File: src/rtl/disp_page_sched.sv
// Time-shares one 4-digit display between NUM_SRC 16-bit sources.
// Pages rotate round-robin every DWELL cycles; a freshly updated source is pinned for HOLD cycles.
module disp_page_sched #(
  parameter int unsigned NUM_SRC = 4,
  parameter int unsigned DWELL   = 1024,
  parameter int unsigned HOLD    = 4096,
  parameter int unsigned SW      = $clog2(NUM_SRC)
) (
  input  logic                   clk,
  input  logic                   rst,
  input  logic [16*NUM_SRC-1:0]  src_data,
  input  logic [NUM_SRC-1:0]     src_upd,
  input  logic [NUM_SRC-1:0]     src_en,
  input  logic                   freeze,
  output logic [15:0]            disp_num,
  output logic [SW-1:0]          disp_sel,
  output logic                   disp_valid,
  output logic                   pinned
);

  localparam int unsigned CMAX = (DWELL > HOLD) ? DWELL : HOLD;
  localparam int unsigned CW   = $clog2(CMAX);

  typedef enum logic [1:0] {ST_IDLE, ST_ROTATE, ST_PIN} state_t;

  state_t          r_state, w_state_nxt;
  logic [SW-1:0]   r_sel, w_sel_nxt;
  logic [CW-1:0]   r_dwell, w_dwell_nxt;
  logic [CW-1:0]   r_hold, w_hold_nxt;
  logic [15:0]     r_shadow [NUM_SRC];

  logic [NUM_SRC-1:0] w_pin_req;
  logic [SW-1:0]      w_low_en;
  logic [SW-1:0]      w_low_pin;
  logic [SW-1:0]      w_next_en;
  logic [SW-1:0]      w_cand;
  int                 w_idx;

  assign w_pin_req = src_upd & src_en;

  // Lowest enabled / requesting index, and circular next-enabled search from sel+1.
  always_comb begin
    w_low_en  = '0;
    w_low_pin = '0;
    w_next_en = r_sel;
    w_idx     = 0;
    w_cand    = '0;
    for (int i = int'(NUM_SRC) - 1; i >= 0; i--) begin
      if (src_en[SW'(i)])    w_low_en  = SW'(i);
      if (w_pin_req[SW'(i)]) w_low_pin = SW'(i);
    end
    for (int k = int'(NUM_SRC); k > 0; k--) begin
      w_idx = int'(r_sel) + k;
      if (w_idx >= int'(NUM_SRC)) w_idx = w_idx - int'(NUM_SRC);
      w_cand = SW'(w_idx);
      if (src_en[w_cand]) w_next_en = w_cand;
    end
  end

  // Shadow capture runs independently of state and freeze.
  always_ff @(posedge clk or posedge rst) begin
    if (rst) begin
      for (int i = 0; i < int'(NUM_SRC); i++) r_shadow[i] <= 16'd0;
    end else begin
      for (int i = 0; i < int'(NUM_SRC); i++)
        if (src_upd[SW'(i)]) r_shadow[i] <= src_data[16*i +: 16];
    end
  end

  always_ff @(posedge clk or posedge rst) begin
    if (rst) begin
      r_state <= ST_IDLE;
      r_sel   <= '0;
      r_dwell <= '0;
      r_hold  <= '0;
    end else begin
      r_state <= w_state_nxt;
      r_sel   <= w_sel_nxt;
      r_dwell <= w_dwell_nxt;
      r_hold  <= w_hold_nxt;
    end
  end

  // Priority: all-disabled, pin request, current page disabled, then freeze-gated counting.
  always_comb begin
    w_state_nxt = r_state;
    w_sel_nxt   = r_sel;
    w_dwell_nxt = r_dwell;
    w_hold_nxt  = r_hold;
    case (r_state)
      ST_IDLE: begin
        if (|src_en) begin
          w_state_nxt = ST_ROTATE;
          w_sel_nxt   = w_low_en;
          w_dwell_nxt = '0;
        end
      end
      default: begin
        if (src_en == '0) begin
          w_state_nxt = ST_IDLE;
          w_sel_nxt   = '0;
          w_dwell_nxt = '0;
          w_hold_nxt  = '0;
        end else if (!freeze && (|w_pin_req)) begin
          w_state_nxt = ST_PIN;
          w_sel_nxt   = w_low_pin;
          w_hold_nxt  = '0;
        end else if (!src_en[r_sel]) begin
          w_state_nxt = ST_ROTATE;
          w_sel_nxt   = w_next_en;
          w_dwell_nxt = '0;
        end else if (!freeze) begin
          if (r_state == ST_ROTATE) begin
            if (r_dwell == CW'(DWELL - 1)) begin
              w_sel_nxt   = w_next_en;
              w_dwell_nxt = '0;
            end else begin
              w_dwell_nxt = r_dwell + CW'(1);
            end
          end else begin
            if (r_hold == CW'(HOLD - 1)) begin
              w_state_nxt = ST_ROTATE;
              w_sel_nxt   = w_next_en;
              w_dwell_nxt = '0;
            end else begin
              w_hold_nxt = r_hold + CW'(1);
            end
          end
        end
      end
    endcase
  end

  always_ff @(posedge clk or posedge rst) begin
    if (rst) begin
      disp_num   <= 16'd0;
      disp_sel   <= '0;
      disp_valid <= 1'b0;
      pinned     <= 1'b0;
    end else begin
      disp_num   <= (r_state == ST_IDLE) ? 16'd0 : r_shadow[r_sel];
      disp_sel   <= r_sel;
      disp_valid <= (r_state != ST_IDLE);
      pinned     <= (r_state == ST_PIN);
    end
  end

endmodule

File: config.mk
export PLATFORM = sky130hd
export DESIGN_NAME = disp_page_sched
export DESIGN_NICKNAME = d
export VERILOG_FILES = /design/src/rtl/disp_page_sched.sv
export SDC_FILE = /design/constraint.sdc
export NUM_CORES = 1
export LEC_CHECK = 0
export ABC_AREA = 1
export CORE_ASPECT_RATIO = 1.2
export CORE_MARGIN = 2
export CORE_UTILIZATION = 50
export DETAILED_ROUTE_END_ITERATION = 10
export PLACE_DENSITY = 0.77
export RECOVER_POWER = 100
export SETUP_SLACK_MARGIN = 0.02
export SLEW_MARGIN = 20
export SYNTH_ARGS = -nofsm -noshare
export SYNTH_HDL_FRONTEND = slang
export SYNTH_SLANG_ARGS = --single-unit
File: constraint.sdc
create_clock -name clk -period 3.1 [get_ports clk]
set_input_delay 0.31 -clock clk [delete_from_list [all_inputs] [get_ports clk]]
set_output_delay 0.31 -clock clk [all_outputs]
set_load 0.01 [all_outputs]
==> impl_metrics.tcl <==
set metrics [dict create \
    dieArea_um2 8836 \
    worstReg2RegEnd "r_hold[8]" \
    relSlewSlack -0.01715 \
    p_leak_nw 2.260 \
    setup_violations 0 \
    cp_cell_sequence "ha_1, nand2_1, nor2_1, nand2_1, nor2_1, nor2_1, clkinv_1, a21oi_1, o21ai_0" \
    synth_commonest_cells "nand2_1 (107), dfrtp_1 (80), nor2_1 (45), mux2_2 (32), inv_1 (29)" \
    routabilityCongestion 0.8526 \
    cp-end-kind "flop" \
    avgSynthCellArea_um2 9.160 \
    dr.pass1.iters 4 \
    synth-compound-area-share 0.08282 \
    synth_nets 519 \
    synth_edf_count 0 \
    seqPwrFrac 0.375 \
    cts_hold_buf 0 \
    clk_pin_slew_ns 0.08 \
    synth.distinct_cells 38 \
    ios 95 \
    rsz0062_at_grt "no" \
    synth-main-ff-cell "dfrtp_1" \
    power.internal_mw 2.361 \
    min_from "r_state[0]" \
    cp.arrival_ns 2.63 \
    synth_area_leaders "dfrtp_1 (49%), nand2_1 (9.9%), mux2_2 (8.9%)" \
    htreeDepth 3 \
    synth_top_area_cell "dfrtp_1" \
    seq_area_frac_synth 0.4944 \
    p_clk_frac 0.275 \
    drt_iter0_markers 169 \
    fin_util 0.6350 \
    fill_cells 652 \
    wl_um 9037 \
    synth-adder-area-share 0.006180 \
    async_flop_share 1.000 \
    die_height_um 102.6 \
    cellPowerDensity_nw_per_um2 746.0 \
    route.detailed.drc 0 \
    start_kind "flop" \
    cts-resized-gates 0 \
    max_freq_ghz 0.4141 \
    drv_slew 33 \
    fin_setup_tns_ns 0 \
    period_share 0.7790 \
    finClkSkew_ns 0.01293 \
    total_power_mw 3.672 \
    hp-class "flop to flop" \
    grt_pass1_wl_um 15460 \
    drive_gt1_frac 0.1451 \
    irDropWorstVdd_v 0.0004691 \
    grtUsageTotal 0.2252 \
    critical_path_class "flop to flop" \
    max_cap_violations 1 \
    layout.nets 583 \
    reg2regPathDepth 9 \
    hold_end "pinned" \
    yosysMostFrequentCell "nand2_1" \
    swShare 0.3570 \
    cts_sinks 80 \
    clockBufferDepth 2 \
    cts_tree "done" \
    fin_crit_ns 2.415 \
    ys_ff_latch 80 \
    drtAntennaViolNets 0 \
    die_w_um 86.15 \
    initial_core_util 0.5224 \
    worst_ep_required_time_ns 3.31 \
    wl_per_cell_um 15.01 \
    core_area_um2 7751 \
    crit_top_cell "nor2_1" \
    place_hpwl_um 6386 \
    worstPathMaxFanout 8 \
    synth-xor-area-share 0.01298 \
    slowest_delay_ns 0.49 \
    vias 3265 \
    postCtsSetupBuffers 0 \
    fp-row-count 35 \
    status "finished, violations left" \
    worst_slew_pin_slew_ns 1.517 \
    synth-simple-area-share 0.2580 \
    p_comb_frac 0.350 \
    grt_max_degree 49 \
    antenna_found_initial 0 \
    cp_slowest_cell "a21oi_1" \
    syn_to_final_growth_pct 21.57 \
    insertion_delay_ns 0.36 \
    timing.rr.start "r_hold[0]" \
    violations "capacitance limit, slew limit" \
    port_buffers 62 \
    syn_area_um2 4049 \
    grt_pass1_vias 3332 \
    whs_path_depth 1 \
    overflow 0 \
    final_hold_viol_count 0 \
    rrSetupSlack_ns 0.68 \
    switchingPower_mw 1.311 \
    cts_buffers 9 \
    synth_top_family_by_area "simple AND/OR/NAND/NOR gates" \
    via_per_inst 5.424 \
    diodes 0 \
    ys_warn_count 0 \
    synth_top_area_share 0.4944 \
    synth_mux_area_frac 0.08900 \
    root_buffer "clkbuf_8" \
    postSynthCellCount 442 \
]
==> worst max-delay path by stage <==
| stage | startpoint | to | depth (start not counted) |
|---|---|---|---|
| finish | r_hold[0] | r_hold[8] | 9 |
| global route | r_hold[1] | r_hold[4] | 9 |
| CTS | src_en[2] | r_hold[10] | 10 |
| detailed placement | src_en[2] | r_hold[5] | 10 |
| global placement | src_en[2] | r_hold[10] | 10 |
| floorplan | rst | disp_num[0] | 1 |
==> power groups by stage <==
stage / clock, mW / sequential [mW] / combinational [mW]
after floorplan: 0 / 1.42 / 0.910
after global placement: 0 / 1.39 / 1.35
after global routing: 1.07 / 1.40 / 1.44
after CTS: 1.03 / 1.38 / 1.40
after detailed placement: 0 / 1.40 / 1.39
final: 1.01 / 1.38 / 1.28
==> flip-flops by register name, indices dropped and copies added, names as in the netlist <==
register	flops
disp_valid	1
r_shadow	32
disp_num	16
r_hold	12
r_state	2
r_sel	2
disp_sel	2
pinned	1
r_dwell	12
==> layer usage <==
layer  GRT usage  vias up  wire length, um
met1      0.2545     1577             3503
met2      0.4055       86             4850
met4     0.08059        0              157
li1            -     1586                -
met5           0        -                0
met3     0.06485       16              525
==> worst max-delay path, delay by kind of cell, from the launching register on <==
kind,cells,cell delay (ns)
AND/OR/NAND/NOR,5,0.78
AO/OA/AOI/OAI,2,0.66
flip-flops,1,0.41
adder cells (fa/ha/maj),1,0.28
buffers and inverters,1,0.15
==> logic make-up after synthesis <==
logic type / after synthesis
simple gates: 226
flops: 80
buf+inv: 50
compound gates: 46
mux: 32
xor+xnor: 6
fa+ha+maj: 2
==> cells in the final DEF, fill, tap and decap left out, drive strengths merged <==
master	Yosys	layout
nor4	2	2
dlygate4sd3	0	23
buf	9	1
nand2	118	118
o21a	1	1
ha	2	2
bufinv	0	4
nand4	12	12
clkbuf	3	11
clkinv	0	1
o21ai	19	19
mux2	32	32
xor2	6	6
nor2	53	53
or2	2	2
nor3	12	12
inv	38	38
dfrtp	80	80
a31o	1	1
a22oi	16	16
nor3b	1	1
nand3b	1	1
o21bai	4	4
clkinvlp	0	1
nand3	25	25
clkdlybuf4s50	0	39
a21oi	5	5
==> cell type report <==
| type | count | area, um2 | area share |
|---|---|---|---|
| sequential | 80 | 2002 | 0.4067 |
| tap | 92 | 115.1 | 0.02339 |
| clock buffer | 9 | 123.9 | 0.02517 |
| timing repair buffer | 65 | 648.1 | 0.1317 |
| multi-input combinational | 312 | 1744 | 0.3543 |
| clock inverter | 6 | 140.1 | 0.02847 |
| inverter | 38 | 148.9 | 0.03025 |
==> per-stage QoR <==
stage | setup slack (ns) | cell area, um2 | std cells | hold WS, ns
after floorplan | 0.7383 | 4049 | 442 | 0.3745
after global placement | 0.7684 | 4740 | 587 | 0.4132
after detailed placement | 0.7205 | 4740 | 587 | 0.4111
after CTS | 1.112 | 5004 | 602 | 0.3351
after global routing | 0.4606 | 4922 | 602 | 0.4556
final | 0.6850 | 4922 | 602 | 0.4200
Power figures use the tool's default switching activity.
==> patch 1: new RTL, same flow settings <==
`r_hold` no longer has a reset.
--- a/src/rtl/disp_page_sched.sv
+++ b/src/rtl/disp_page_sched.sv
@@ -72,13 +72,15 @@
       r_state <= ST_IDLE;
       r_sel   <= '0;
       r_dwell <= '0;
-      r_hold  <= '0;
     end else begin
       r_state <= w_state_nxt;
       r_sel   <= w_sel_nxt;
       r_dwell <= w_dwell_nxt;
-      r_hold  <= w_hold_nxt;
     end
+  end
+
+  always_ff @(posedge clk) begin
+    r_hold <= w_hold_nxt;
   end
 
   // Priority: all-disabled, pin request, current page disabled, then freeze-gated counting.
Behaviour: same outputs for any inputs over 4 cycles, from zero or initial values and one cycle with rst high; that may be too few to reach the edited logic, so the function may still have changed.
==> patch 1 against the original RTL <==
  * Synthesized cell count down 9.5%
  * Fmax up 9.1%
  * Design area down 4.0%
  * Cell count down 6.6%
  * Wire length down 7.9%
  * Clock skew down 0.0069 ns
  * Critical endpoint is now r_hold[4]
  * Via count down 7.9%
  * Total power down 4.3%
  * Area after synthesis down 4.9%
  * Critical path type is now input port to flop
  * Worst setup slack better by 0.20 ns
  * Sequential cell count unchanged
  * Largest cell class unchanged
  * Global-route usage down 1.4 points
  * The flow still finishes with violations (max-capacitance violations, max-slew violations)
  * Largest power group unchanged
==> patch 1: results (changes against the original RTL) <==
- The first-pass GRT wire length is 14100 um (-8.9%).
- The largest fanout on the critical path was 12 (+4).
- Count of mapped cells out of synthesis: 400 (-9.5%)
* Static Leak: 2.17 nW (-4.1%)
* Failing checks: max-capacitance violations, max-slew violations
- The via count normalized by instance count came to 5.35 (-1.3%).
* Complex-gate fraction of the synthesized area: 6.37% (-1.9 points)
* Count of final max-slew check failures: 69 (+110%)
- Max-cap check violation count: 1 (unchanged)
- Crit Reg-Reg Startpoint: r_hold[0]
- The xor/xnor cell area share of the yosys netlist was 1.82% (+0.52 points).
- Length of routed met3 wiring: 398 um (-24%)
- Async SR Flop Fraction: 85.0% (-15 points)
- The pin slew with the least headroom to its limit came to 1.65 ns (+0.134 ns).
* Share of synthesized area occupied by flip-flops and latches: 53.5% (+4.1 points)
- The final weighted congestion of routability-driven global placement was 0.821 (-3.7%).
- The met3 track demand over resource is 4.19% (-2.3 points).
- The maximum ir drop on the vdd rail came to 0.000448 V (-4.4%).
- Post-synthesis share of cell area spent on full adders, half adders and majority gates: 0.650% (+0.032 points)
- Placed cells: 547 (-6.8%)
- Fraction of layout instances using a drive strength above 1: 13.2% (-1.3 points)
- The critical path starts at src_en[0].
- Synth unique cells: 39 (+2.6%)
* Final cell count without fillers: 562 (-6.6%)
* Via count of the first global-routing pass: 3097 (-7.1%)
- Result of the run: complete, but fails checks
- Placed inst area: 0.00456 mm^2 (-3.8%)
-- patch 1: critical path: stages --
cell and delay [ns]:
dlygate4sd3_1 0.63, nand2_1 0.10, nand2_1 0.09, nor2_1 0.05
nor2_1 0.16, nor2_1 0.13, inv_1 0.28, nand2_1 0.12
a22oi_1 0.16, buf_4 0.24
-- patch 1: final timing paths --
path	to	slack, ns	cells past startpoint
hold / removal	pinned	0.42	1
setup / recovery	r_hold[4]	0.89	10
hold reg to reg	pinned	0.42	1
setup reg to reg	r_dwell[0]	0.95	9
min in group asynchronous	r_shadow[62]	0.96	3
max in group asynchronous	disp_num[0]	1.17	3
-- patch 1: power by group --
group / total [mW] / switching, mW / internal (mW)
clock: 0.858 / 0.403 / 0.455
sequential: 1.43 / 0.126 / 1.30
combinational: 1.23 / 0.750 / 0.476
-- patch 1: final cells by class --
class	instances	area, um^2
sequential	80	2060
clock inverter	6	93.8
clock buffer	9	124
multi-input combinational	278	1570
tap	92	115
timing repair buffer	66	641
fill	619	2850
inverter	31	121
==> patch 2: new RTL, config.mk and constraints unchanged <==
Without the edit above. The parameter `NUM_SRC` goes from 4 to 8. Comments in the files are not updated.
--- a/src/rtl/disp_page_sched.sv
+++ b/src/rtl/disp_page_sched.sv
@@ -1,7 +1,7 @@
 // Time-shares one 4-digit display between NUM_SRC 16-bit sources.
 // Pages rotate round-robin every DWELL cycles; a freshly updated source is pinned for HOLD cycles.
 module disp_page_sched #(
-  parameter int unsigned NUM_SRC = 4,
+  parameter int unsigned NUM_SRC = 8,
   parameter int unsigned DWELL   = 1024,
   parameter int unsigned HOLD    = 4096,
   parameter int unsigned SW      = $clog2(NUM_SRC)
Ports: changed (resized disp_sel, src_data, src_en and src_upd); port bits go from 95 to 168. The function was not compared with the original's and may differ.
==> patch 2 against the original RTL <==
  * Sequential cell count rose by 34
  * Total power rose by 80%
  * Critical path type unchanged
  * Cell count rose by 59%
  * Worst setup slack got worse by 0.21 ns
  * Area after synthesis rose by 42%
  * Wire length rose by 67%
  * Core utilization rose by 3.8 points
  * Design area rose by 52%
==> patch 2: results (changes against the original RTL) <==
- The largest clock skew in the final design is 0.00592 ns (-0.00701 ns).
- First-pass GRT wire length: 24400 um (+58%)
* Final min period: 2.63 ns (+0.215 ns)
- The worst setup path is of the flop to flop kind.
* Top post-synthesis cells by area: dfrtp_1 50%, nand2_1 8.5%, o21ai_0 6.5%
- Share of synthesized area occupied by flip-flops and latches: 49.5% (+0.068 points)
- The H-tree depth came to 4 (+1).
- The min-delay analysis places its worst path in the category input port to async pin.
- CTS Buf Count: 17 (+8)
- Count of port buffers added during placement: 103 (+66%)
- Number of filler instances in the final layout: 917 (+41%)
* Synth unique cells: 39 (+2.6%)
- Yosys synthesis warning count: 0 (unchanged)
- The path depth of the worst reg2reg path is 10 (+1).
- The final weighted congestion of routability-driven global placement was 0.916 (+7.5%).
- The leakage dissipation came to 3.40 nW (+51%).
* Master of the slowest instance on the critical path: clkbuf_1
- The average wire per cell in the routed design is 15.8 um (+5.1%).
- Worst setup path endpoint: r_hold[9]
* Crit Reg-Reg Startpoint: r_state[1]
* Worst path max stage delay: 0.74 ns (+0.25 ns)
- Crit path DAT: 2.93 ns (+0.30 ns)
- The initial antenna violation count was 1 (+1).
- Pin count of the biggest net entering global routing: 53 (+8.2%)
- List of most frequent post-synthesis cells: 131 x nand2_1, 114 x dfrtp_1, 75 x o21ai_0
- Placed inst area: 0.00697 mm^2 (+47%)
- Root buffer cell: clkbuf_16
- Number of detailed-routing iterations run before antenna repair: 5 (+1)
- The largest fanout on the critical path was 18 (+10).
* Clock network latency to the later pin of the worst-skew pair: 0.41 ns (+0.05 ns)
* # hold bufs at CTS: 0 (unchanged)
- Via count of the first global-routing pass: 5179 (+55%)
* Delay-heaviest family, CP: buffers and inverters
- Share of synthesized area spent on multiplexers: 6.25% (-2.6 points)
- The buffer levels on the longest clock path is 2 (unchanged).
- The half-perimeter wire length after detailed placement was 10900 um (+71%).
- Via/cell ratio: 5.35 (-1.4%)
* Result of the run: finished clean
- The post-synthesis net count was 830 (+60%).
- The xor/xnor cell area share of the yosys netlist was 0.456% (-0.84 points).
- Nets: 938 (+61%)
- Async SR Flop Fraction: 100% (unchanged)
- GRT Util Overall: 25.5% (+3.0 points)
* Peak ir drop on the vdd network: 0.000468 V (-0.30%)
- Fraction of layout instances using a drive strength above 1: 13.1% (-1.4 points)
* Post-synthesis share of cell area spent on full adders, half adders and majority gates: 0.869% (+0.25 points)
- Detailed router's first-iteration violation count: 293 (+73%)
* R2r setup slk: 0.47 ns (-0.21 ns)
- The post-CTS repair timing setup buffer count came to 0 (unchanged).
- The fraction of the mapped netlist area in compound gates was 14.6% (+6.3 points).
- Pre-CTS worst setup slack: 0.422 ns (-0.298 ns)
* Clock edge transition at the registers on the reported setup and hold paths: 0.06 ns (-0.02 ns)
* Ys flop type: dfrtp_1
- The post-cts resize count is 0 (unchanged).
- The worst slew margin relative to its limit came to 11.3% (+13 points).
- In the final layout, the registers with the most flip-flops are r_shadow x64, disp_num x16.
## patch 2: report_power, final
part	leakage (nW)	internal [mW]	switching, mW
Clock	0.266	1.13	0.720
Sequential	1.42	1.75	0.121
Combinational	1.72	1.02	1.88
## patch 2: area by class of cell
type	count	share of cell area, %
timing repair buffer	114	14.5
inverter	75	3.77
multi-input combinational	465	33.5
antenna	1	0.0334
clock inverter	14	1.74
tap	154	2.57
sequential	114	38.1
clock buffer	18	5.86
## patch 2: through the flow
step	cells	hold slack (ns)	power [mW]	util (%)
global route	955	0.484	7.06	67.3
CTS	954	0.240	6.69	67.7
finish	955	0.429	6.62	67.3
detailed placement	922	0.490	4.82	62.6
global placement	922	0.474	4.74	62.6
floorplan	679	0.349	3.93	-
## patch 2: routing by layer
metal,up-vias,track usage [%],share of wire (%)
met5,-,0,0
met2,141,43.4,51
li1,2465,-,-
met1,2472,32.2,43
met4,0,9.92,1.9
met3,27,4.65,4.2
